==> config.mk <==
export PLATFORM = sky130hd
export DESIGN_NAME = sign_narrow
export DESIGN_NICKNAME = d
export VERILOG_FILES = /design/src/rtl/sign_narrow_pkg.sv /design/src/rtl/sign_narrow_core.sv /design/src/rtl/sign_narrow.sv
export SDC_FILE = /design/constraint.sdc
export NUM_CORES = 1
export LEC_CHECK = 0
export BUFFER_PORTS_ARGS = -buffer_cell sky130_fd_sc_hd__clkbuf_2
export CORE_MARGIN = 2
export CORE_UTILIZATION = 25
export CTS_CLUSTER_DIAMETER = 120
export DETAILED_ROUTE_END_ITERATION = 12
export SKIP_CTS_REPAIR_TIMING = 1
export SYNTH_ARGS = -nofsm -noshare
export SYNTH_HDL_FRONTEND = slang
export SYNTH_SLANG_ARGS = --single-unit
==> constraint.sdc <==
create_clock -name clk_i -period 1.86 [get_ports clk_i]
set_input_delay 0.372 -clock clk_i [delete_from_list [all_inputs] [get_ports clk_i]]
set_output_delay 0.372 -clock clk_i [all_outputs]
set_load 0.005 [all_outputs]
==> src/rtl/sign_narrow_pkg.sv <==
// Shared definitions for the 32->16 narrowing datapath: mode encodings,
// saturation limits, FIFO entry layout and range-check helpers.
package sign_narrow_pkg;

    typedef enum logic [1:0] {
        NARROW_WRAP    = 2'b00,
        NARROW_SAT_S   = 2'b01,
        NARROW_SAT_U   = 2'b10,
        NARROW_ILLEGAL = 2'b11
    } narrow_mode_e;

    localparam logic [15:0] SAT_S_MAX = 16'h7FFF;
    localparam logic [15:0] SAT_S_MIN = 16'h8000;
    localparam logic [15:0] SAT_U_MAX = 16'hFFFF;

    typedef struct packed {
        logic [15:0] data;
        logic        ovf;
    } narrow_entry_t;

    // Word is representable as a signed halfword: bits 31..15 all equal.
    function automatic logic fits_signed16(input logic [31:0] word);
        return (&word[31:15]) | ~(|word[31:15]);
    endfunction

    // Word is representable as an unsigned halfword: upper half is zero.
    function automatic logic fits_unsigned16(input logic [31:0] word);
        return ~(|word[31:16]);
    endfunction

endpackage

==> src/rtl/sign_narrow_core.sv <==
// Purely combinational narrowing of a 32-bit word to 16 bits under the
// selected wrap / saturate policy, with a lossiness flag.
module narrow_core
    import sign_narrow_pkg::*;
(
    input  logic [31:0] data_i,
    input  logic [1:0]  mode_i,
    output logic [15:0] data,
    output logic        ovf
);

    logic fit_s;
    logic fit_u;

    assign fit_s = fits_signed16(data_i);
    assign fit_u = fits_unsigned16(data_i);

    always_comb begin
        data = data_i[15:0];
        ovf  = 1'b0;
        case (narrow_mode_e'(mode_i))
            NARROW_WRAP: begin
                data = data_i[15:0];
                ovf  = ~fit_s;
            end
            NARROW_SAT_S: begin
                if (fit_s) begin
                    data = data_i[15:0];
                    ovf  = 1'b0;
                end else begin
                    data = data_i[31] ? SAT_S_MIN : SAT_S_MAX;
                    ovf  = 1'b1;
                end
            end
            NARROW_SAT_U: begin
                // Negative inputs clamp to zero before the magnitude check.
                if (data_i[31]) begin
                    data = 16'h0000;
                    ovf  = 1'b1;
                end else if (!fit_u) begin
                    data = SAT_U_MAX;
                    ovf  = 1'b1;
                end else begin
                    data = data_i[15:0];
                    ovf  = 1'b0;
                end
            end
            NARROW_ILLEGAL: begin
                data = data_i[15:0];
                ovf  = 1'b1;
            end
            default: begin
                data = data_i[15:0];
                ovf  = 1'b1;
            end
        endcase
    end

endmodule

==> src/rtl/sign_narrow.sv <==
// Narrowing stage with valid/ready input, small output FIFO and a
// saturating debug counter of lossy conversions.
module sign_narrow
    import sign_narrow_pkg::*;
#(
    parameter int DEPTH = 2,
    parameter int CNT_W = 8
) (
    input  logic             clk_i,
    input  logic             rst_i,
    input  logic             valid_i,
    output logic             ready_o,
    input  logic [31:0]      data_i,
    input  logic [1:0]       mode_i,
    output logic             valid_o,
    input  logic             ready_i,
    output logic [15:0]      data_o,
    output logic             ovf_o,
    output logic [CNT_W-1:0] ovf_cnt_o
);

    localparam int PTR_W = $clog2(DEPTH);
    localparam logic [PTR_W:0] FULL_COUNT = (PTR_W + 1)'(DEPTH);

    logic [15:0]       core_data;
    logic              core_ovf;

    narrow_entry_t     mem [DEPTH];
    narrow_entry_t     head;
    narrow_entry_t     last_reg;
    logic [PTR_W-1:0]  wr_ptr_reg;
    logic [PTR_W-1:0]  rd_ptr_reg;
    logic [PTR_W:0]    count_reg;
    logic [PTR_W:0]    count_next;
    logic [CNT_W-1:0]  ovf_cnt_reg;
    logic              push;
    logic              pop;

    narrow_core u_core (
        .data_i (data_i),
        .mode_i (mode_i),
        .data   (core_data),
        .ovf    (core_ovf)
    );

    // Acceptance depends only on registered occupancy, never on ready_i.
    assign ready_o   = rst_i && (count_reg < FULL_COUNT);
    assign valid_o   = (count_reg != '0);
    assign push      = valid_i && ready_o;
    assign pop       = valid_o && ready_i;
    assign head      = mem[rd_ptr_reg];
    assign data_o    = valid_o ? head.data : last_reg.data;
    assign ovf_o     = valid_o ? head.ovf  : last_reg.ovf;
    assign ovf_cnt_o = ovf_cnt_reg;

    always_ff @(posedge clk_i) begin
        if (push) begin
            mem[wr_ptr_reg] <= '{data: core_data, ovf: core_ovf};
        end
    end

    always_comb begin
        count_next = count_reg;
        case ({push, pop})
            2'b10:   count_next = count_reg + (PTR_W + 1)'(1);
            2'b01:   count_next = count_reg - (PTR_W + 1)'(1);
            default: count_next = count_reg;
        endcase
    end

    always_ff @(posedge clk_i or negedge rst_i) begin
        if (!rst_i) begin
            wr_ptr_reg  <= '0;
            rd_ptr_reg  <= '0;
            count_reg   <= '0;
            last_reg    <= '0;
            ovf_cnt_reg <= '0;
        end else begin
            count_reg <= count_next;
            if (push) begin
                wr_ptr_reg <= wr_ptr_reg + PTR_W'(1);
            end
            // Keep the popped head so the outputs stay stable once empty.
            if (pop) begin
                rd_ptr_reg <= rd_ptr_reg + PTR_W'(1);
                last_reg   <= head;
            end
            if (push && core_ovf && (ovf_cnt_reg != '1)) begin
                ovf_cnt_reg <= ovf_cnt_reg + CNT_W'(1);
            end
        end
    end

endmodule
==> qor.csv, run 1 <==
metric,value,unit
final_layout_size_suffix_gt1_share,43.6,%
timing_worst_setup_path_type,flop to primary output,
yosys_synthesis_warning_count,0,
worst_path_buf_inv,2,
global_route_wire_length_before_repair,10.2,mm
post_synth_inst_count,244,
core_area,11000,µm²
grt_setup_unrepaired,true,
die_height,111,µm
clock_latency,0.33,ns
number_of_antenna_violations_at_the_first_check_in_global_routing,0,
route.antenna.remaining_nets,0,
cellLeakagePower,1.70,nW
globalplace.congestion,0.736,
power.combinational.fraction,35.9,%
placement.setup.worst_slack,-0.167,ns
io-pin-count,65,
worstSetupEndpointType,primary output,
totalWireLength,6.35,mm
port_buffers,64,
cts_tree,yes,
result_of_the_run,finished clean,
cts.sink_count,63,
post_synth.cell_area_avg,11.7,µm²
htree_num_levels,3,
syn2layout_area_growth,42.7,%
powerDensity,1560,nW/µm²
totalPowerFinal,0.00635,W
drc_errors,0,
groute.usage.overall,10.7,%
maxSlewViolCount,0,
power.clock.fraction,30.7,%
die_width,111,µm
critPathMaxFanout,26,
initialDrtViolationCount,96,
yosys_register_bits,63,
final_nets,373,
worst_path_largest_cell_delay,0.41,ns
r2r.worst_path.cells,8,
fin_area,4060,µm²
sequential_cell_area_fraction_in_the_yosys_report,61.3,%
rr_endpoint,ovf_cnt_o[7],
detail_route.wl_per_cell,13.4,µm
crit_path_top_delay_cell,dfrtp_1,
clk_transition_reported_paths,0.05,ns
largest_net_degree_at_the_start_of_global_routing,36,
cp.required,1.49,ns
max-clock-path-buffers,2,
syn-num-nets,287,
holdCritPathClass,input pin to async pin,
num_antenna_cells,0,
setup_ws,0.0105,ns
floorplan.die_area,12300,µm²
switching_power,0.00200,W
report.final.hold_viol_count,0,
intPower,0.00435,W
final.min_clock_period,1.85,ns
worstSetupStartpointType,flop,
arrival_time_reported_for_the_critical_path_endpoint,1.48,ns
post_synth_num_cell_types,28,
dpl-instance-area,3510,µm²
floorplan.initialDensity,25.9,%
detailedRoute.firstPassIterationCount,4,
cap_viol_max_count,0,
cp_top_family,flip-flops,
detailroute.via_count,2091,
synthesis.area,2850,µm²
grt_pass1_vias,2066,
final_util,37.0,%
cts_made_buffers,9,
worst-r2r-setup-slack,0.11,ns
largest_register_ffs,34,
timing.critical_path.cells,or2_4 -> buf_12 -> a21oi_2 -> clkbuf_2,
achievable-frequency,541,MHz
whs,0.0633,ns
power.switching_fraction,31.5,%
timing.slew.headroom,74.4,%
grt.overflow.total,0,
timing.final.setup_violations,0,
root_buffer,clkbuf_16,
reg2reg_from,ovf_cnt_o[0],
sequentialPowerShare,33.4,%
fin_crit_sh,99.4,%
detailedPlacementHpwl,4.53,mm
drt_via_density,4.40,
num_rows,38,
timing.clock.skew,0.00649,ns
worst_tran_pin_value,0.381,ns
max-vdd-ir-drop,0.000505,V
power groups by stage:
| stage | registers, W | clock network, W | logic [W] |
|---|---|---|---|
| after global routing | 0.00217 | 0.00206 | 0.00254 |
| after global placement | 0.00208 | 0 | 0.00192 |
| after CTS | 0.00208 | 0.00199 | 0.00196 |
| after detailed placement | 0.00210 | 0 | 0.00195 |
| final | 0.00212 | 0.00195 | 0.00228 |
| after floorplan | 0.00207 | 0 | 0.00108 |
area by class of cell:
| type | count | area [µm²] |
|---|---|---|
| clock inverters | 5 | 104 |
| flip-flops and latches | 63 | 1750 |
| clock buffers | 11 | 253 |
| well taps | 140 | 175 |
| fillers | 1066 | 6920 |
| multi-input cells | 166 | 1210 |
| repair buffers | 86 | 556 |
| inverters | 4 | 15.0 |
cell usage in the layout, fill, tap and decap left out, types with 8 or more instances in the layout:
cell type / Yosys / final
clkbuf_2: 0 / 64
edfxtp_1: 34 / 34
dfrtp_1: 29 / 29
nand2_1: 23 / 22
o21ai_0: 19 / 19
o21a_1: 16 / 16
mux2i_1: 19 / 15
buf_4: 0 / 15
nor2_2: 0 / 13
a21oi_2: 0 / 12
clkbuf_16: 0 / 9
nor2_1: 24 / 8
metrics by stage:
step | cells | setup TNS [ns]
final | 475 | 0
after CTS | 472 | -2.05
after detailed placement | 456 | -1.69
after floorplan | 244 | -0.00836
after global placement | 456 | -0.769
after global routing | 475 | -0.384
cells in the mapped netlist:
cell type | count | area (µm²)
a21oi_1 | 20 | 100
a31oi_1 | 1 | 6.26
and2_4 | 1 | 8.76
and3_1 | 2 | 12.5
buf_1 | 1 | 3.75
buf_2 | 2 | 10.0
clkbuf_1 | 8 | 30.0
dfrtp_1 | 29 | 726
edfxtp_1 | 34 | 1020
ha_1 | 5 | 62.6
inv_1 | 4 | 15.0
mux2_2 | 1 | 11.3
mux2i_1 | 19 | 190
nand2_1 | 23 | 86.3
nand3_1 | 4 | 20.0
nand3_2 | 1 | 10.0
nand4_1 | 6 | 37.5
nor2_1 | 24 | 90.1
nor2b_1 | 3 | 18.8
nor3_1 | 3 | 15.0
nor4_1 | 3 | 18.8
nor4_2 | 2 | 25.0
o21a_1 | 16 | 120
o21ai_0 | 19 | 95.1
or2_2 | 1 | 6.26
or4_4 | 1 | 11.3
xnor2_1 | 5 | 43.8
xor2_1 | 6 | 52.6
kinds of logic (layout without fill, tap and decap cells):
family	Yosys count	in the layout	synth area share [%]
fa+ha+maj	5	5	2.20
buf+inv	15	106	2.06
flops	63	63	61.3
simple gates	74	74	12.7
mux	20	20	7.07
xor+xnor	11	11	3.38
compound gates	56	56	11.3
worst max-delay path by stage:
| stage | start | to | slack, ns | cells after the start |
|---|---|---|---|---|
| 2_1_floorplan | count_reg[0] | count_reg[1] | -0.008 | 8 |
| 3_3_place_gp | data_i[23] | ovf_cnt_o[2] | -0.12 | 7 |
| 3_5_place_dp | data_i[23] | ovf_cnt_o[2] | -0.17 | 7 |
| 4_1_cts | count_reg[0] | data_o[13] | -0.18 | 4 |
| 5_1_grt | count_reg[0] | data_o[13] | -0.04 | 4 |
| 6_report | count_reg[1] | data_o[10] | 0.01 | 4 |
layer usage:
metal  track usage [%]  vias up  routed length, µm
met4              5.25        0                144
met1              12.6      991               2690
li1                  -     1055                  -
met3              3.34        7                234
met2              17.5       38               3280
met5                 0        -                  0
worst reg2reg max path: stages (launching register included):
cell,delay (ns)
dfrtp_1,0.38
ha_1,0.21
nand2_1,0.07
nor2_1,0.06
a31oi_2,0.24
nand3_2,0.15
buf_12,0.16
nor4_4,0.22
xor2_1,0.19
Power figures use the tool's default switching activity.
==> run 2, diff against run 1 <==
CELL_PAD_IN_SITES_DETAIL_PLACEMENT = 1   (was default)
CELL_PAD_IN_SITES_GLOBAL_PLACEMENT = 2   (was default)
PLACE_DENSITY_LB_ADDON = 0.1   (was default)
==> run 2 against run 1 <==
  * The run now ends with negative setup slack left
  * Final area is 0.37% lower
  * Highest routed layer unchanged
  * Critical path type unchanged
  * Clock power is 22% lower
  * Power is 5.0% lower
  * Combinational power is 4% higher
==> qor.csv, run 2 (synthesized netlist as in run 1, its figures left out) <==
metric,value,unit
root_buffer,clkbuf_16,
htree_num_levels,3,
globalplace.congestion,0.677,
critPathMaxFanout,14,
detailroute.via_count,2143,
arrival_time_reported_for_the_critical_path_endpoint,1.49,ns
max-vdd-ir-drop,0.000484,V
detailedRoute.firstPassIterationCount,4,
commonest_cells_after_routing_fill_and_taps_aside,"clkbuf_2, edfxtp_1, dfrtp_1, nand2_1, buf_4",
floorplan.initialDensity,25.9,%
floorplan.die_area,12300,µm²
timing.final.setup_violations,2,
global_route_wire_length_before_repair,11.3,mm
final.min_clock_period,1.87,ns
final_common_cell,clkbuf_2,
io-pin-count,65,
clock_latency,0.33,ns
timing.slew.headroom,72.6,%
final_nets,379,
cellLeakagePower,1.66,nW
clk_transition_reported_paths,0.06,ns
timing_worst_setup_path_type,flop to primary output,
maxSlewViolCount,0,
die_height,111,µm
timing.clock.skew,0.00743,ns
grt_setup_unrepaired,true,
holdCritPathClass,input pin to async pin,
max-clock-path-buffers,2,
top_usage_layer,met2,
die_width,111,µm
core_area,11000,µm²
worstSetupStartpointType,flop,
crit_path_top_delay_cell,dfrtp_1,
grt_use_met2,18.2,%
largest_register_ffs,34,
worstSetupEndpointType,primary output,
achievable-frequency,536,MHz
syn2layout_area_growth,42.2,%
area_of_combinational_cells_with_multiple_inputs,1240,µm²
num_antenna_cells,0,
result_of_the_run,"complete, but fails checks",
grt.overflow.total,0,
drt_via_density,4.46,
final_layout_size_suffix_gt1_share,45.5,%
cts_tree,yes,
powerDensity,1490,nW/µm²
grt_use_met3,2.57,%
number_of_antenna_violations_at_the_first_check_in_global_routing,0,
cap_viol_max_count,0,
placement.setup.worst_slack,-0.220,ns
setup_ws,-0.00528,ns
worst_tran_pin_value,0.411,ns
cts_made_buffers,9,
totalPowerFinal,0.00603,W
num_rows,38,
cp.required,1.49,ns
initialDrtViolationCount,83,
totalWireLength,7.14,mm
detail_route.wl_per_cell,14.9,µm
fraction_of_met1_tracks_used_by_global_routing,16.0,%
timing.critical_path.cells,or2_4 -> buf_12 -> a21oi_2 -> clkbuf_2,
cts.sink_count,63,
port_buffers,64,
groute.usage.overall,12.0,%
report.final.hold_viol_count,0,
whs,0.0755,ns
detailedPlacementHpwl,5.12,mm
violations,negative setup slack,
fin_crit_sh,100,%
grt_pass1_vias,2182,
drc_errors,0,
final_util,36.9,%
worst_path_largest_cell_delay,0.41,ns
largest_net_degree_at_the_start_of_global_routing,36,
num-fill-cells,1196,
layout.area.seq,1750,µm²
route.antenna.remaining_nets,0,
run 2: cell count changes in the layout (fill, tap and decap cells not counted), moves of 5 or more:
cell and delta:
buf_4 +6, mux2i_2 +7, a21oi_2 -5, mux2i_1 -8, a21oi_1 +5
run 2: area by class of cell:
class	count	share of cell area, %
clock buffer	9	5.56
clock inverter	7	1.21
inverter	4	0.371
multi-input combinational	167	30.7
sequential	63	43.2
tap	140	4.33
timing repair buffer	91	14.6
run 2: stage by stage:
stage	instance area [µm²]	TNS, ns	cells
finish	4050	-0.00987	481
global placement	3530	-1.98	459
CTS	3810	-2.81	475
floorplan	2850	-0.00836	244
detailed placement	3530	-3.21	459
global route	4050	-0.817	481
run 2: worst paths after layout:
| path | startpoint | end | slack [ns] | depth (start not counted) |
|---|---|---|---|---|
| setup / recovery | count_reg[1] | data_o[13] | -0.005 | 4 |
| hold / removal | rst_i | ovf_cnt_o[6] | 0.08 | 2 |
| setup reg to reg | ovf_cnt_o[0] | ovf_cnt_o[5] | 0.12 | 7 |
| hold reg to reg | last_reg[13] | last_reg[13] | 0.48 | 2 |
| max in group asynchronous | rst_i | count_reg[0] | 1.47 | 2 |
| min in group clk_i | valid_i | ovf_cnt_o[6] | 0.35 | 3 |
run 2: routing by layer:
metal  wire (µm)  vias up
met2        3310       49
met5           0        -
met4         160        0
met1        3420     1018
li1            -     1066
met3         253       10
run 2: critical path: cells and delay by family, from the launching register on:
kind	cells	cell delay [ns]
flip-flops	1	0.41
AO/OA/AOI/OAI	1	0.13
buffers and inverters	2	0.30
AND/OR/NAND/NOR	1	0.31
run 2: power breakdown:
group	switching [W]	internal [W]	total [W]
combinational	0.00120	0.00118	0.00237
clock	0.000618	0.000899	0.00152
sequential	0.000270	0.00187	0.00214
==> run 3, diff against run 2 <==
CELL_PAD_IN_SITES_DETAIL_PLACEMENT = 2   (was 1)
==> run 3 against run 2 <==
  * The run now ends clean
  * Wire length grew 8.2%
  * Via count increased by 2.2%
  * Count of clock-buffer cells in the layout did not move
  * Cell count fell by 0.42%
  * Die area stayed put
  * Critical path depth unchanged
  * Critical path type unchanged
  * Largest cell class unchanged
==> qor.csv, run 3 (synthesized netlist as in run 1, its figures left out) <==
metric,value,unit
result_of_the_run,finished clean,
detailroute.via_count,2191,
power.combinational.fraction,38.5,%
dp.cells,459,
largest_net_degree_at_the_start_of_global_routing,36,
globalplace.congestion,0.677,
whs,0.0851,ns
totalPowerFinal,0.00614,W
timing.clock.skew,0.00535,ns
number_of_antenna_violations_at_the_first_check_in_global_routing,0,
core_area,11000,µm²
max-vdd-ir-drop,0.000540,V
final_nets,377,
syn2layout_area_growth,42.3,%
sequentialPowerShare,34.5,%
worst_path_largest_cell_delay,0.39,ns
intPower,0.00406,W
timing.slew.headroom,72.1,%
reg2reg_from,ovf_cnt_o[0],
largest_register_ffs,34,
fin_crit_sh,98.9,%
cp-startpoint,count_reg[1],
final_layout_size_suffix_gt1_share,44.0,%
holdCritPathClass,input pin to async pin,
crit_path_top_delay_cell,dfrtp_1,
htree_num_levels,3,
num_rows,38,
grt.overflow.total,0,
cellLeakagePower,1.67,nW
power.clock.fraction,27.0,%
detailedPlacementHpwl,5.52,mm
cts_made_buffers,9,
root_buffer,clkbuf_16,
global_route_wire_length_before_repair,12.1,mm
clock_latency,0.33,ns
initialDrtViolationCount,63,
critPathMaxFanout,14,
totalWireLength,7.73,mm
report.final.hold_viol_count,0,
drt_via_density,4.57,
groute.usage.overall,12.8,%
timing.critical_path.cells,or2_4 -> buf_12 -> a21oi_2 -> clkbuf_2,
die_height,111,µm
die_width,111,µm
worstSetupEndpointType,primary output,
arrival_time_reported_for_the_critical_path_endpoint,1.47,ns
worstSetupStartpointType,flop,
worst_tran_pin_value,0.418,ns
switching_power,0.00208,W
timing.final.setup_violations,0,
achievable-frequency,543,MHz
setup_ws,0.0200,ns
floorplan.die_area,12300,µm²
cp.required,1.49,ns
detailedRoute.firstPassIterationCount,3,
io-pin-count,65,
route.antenna.remaining_nets,0,
detail_route.wl_per_cell,16.1,µm
aggregate_negative_setup_slack,0,ns
final_common_cell,clkbuf_2,
grt_setup_unrepaired,true,
grt_pass1_vias,2394,
maxSlewViolCount,0,
final.min_clock_period,1.84,ns
timing_worst_setup_path_type,flop to primary output,
num_antenna_cells,0,
commonest_cells_after_routing_fill_and_taps_aside,"clkbuf_2, edfxtp_1, dfrtp_1, nand2_1, buf_4",
placement.setup.worst_slack,-0.227,ns
floorplan.initialDensity,25.9,%
power.switching_fraction,33.9,%
max-clock-path-buffers,2,
port_buffers,64,
cts_tree,yes,
layout.cells.non_filler,479,
powerDensity,1510,nW/µm²
clk_transition_reported_paths,0.05,ns
cap_viol_max_count,0,
drc_errors,0,
cts.sink_count,63,
-- run 3: power groups by stage --
stage	Combinational (W)	Sequential, W	Clock (W)
2_1_floorplan	0.00108	0.00207	0
5_1_grt	0.00263	0.00217	0.00178
4_1_cts	0.00204	0.00210	0.00171
3_3_place_gp	0.00197	0.00210	0
3_5_place_dp	0.00202	0.00212	0
6_report	0.00236	0.00212	0.00166
-- run 3: final timing paths --
path / to / slack, ns / depth (start not counted)
setup / recovery: data_o[13] / 0.02 / 4
hold / removal: count_reg[1] / 0.09 / 2
setup reg to reg: ovf_cnt_o[7] / 0.18 / 7
hold reg to reg: last_reg[2] / 0.49 / 2
max in group asynchronous: last_reg[14] / 1.48 / 2
min in group clk_i: mem[0][9] / 0.36 / 2
-- run 3: critical path: cells and delay by family (launching register included) --
family          cells  cell delay, ns
compound gates      1            0.14
buf+inv             2            0.30
flops               1            0.39
simple gates        1            0.31
-- run 3: cell type report --
class                   instances  area (µm²)
clock inverters                 7        72.6
fillers                      1182        6930
inverters                       4        15.0
multi-input cells             166        1230
well taps                     140         175
repair buffers                 90         582
flip-flops and latches         63        1750
clock buffers                   9         225
-- run 3: routing by layer --
layer	part of all wire (%)	GRT usage [%]
met2	50	21.2
met5	0	0
met4	1.4	4.75
met1	45	16.2
met3	3.7	2.95
-- run 3: stage by stage --
stage | util [%] | instance area [µm²]
6_report | 36.9 | 4050
5_1_grt | 36.9 | 4050
4_1_cts | 34.9 | 3830
3_5_place_dp | 32.2 | 3530
3_3_place_gp | 32.2 | 3530
2_1_floorplan | - | 2850
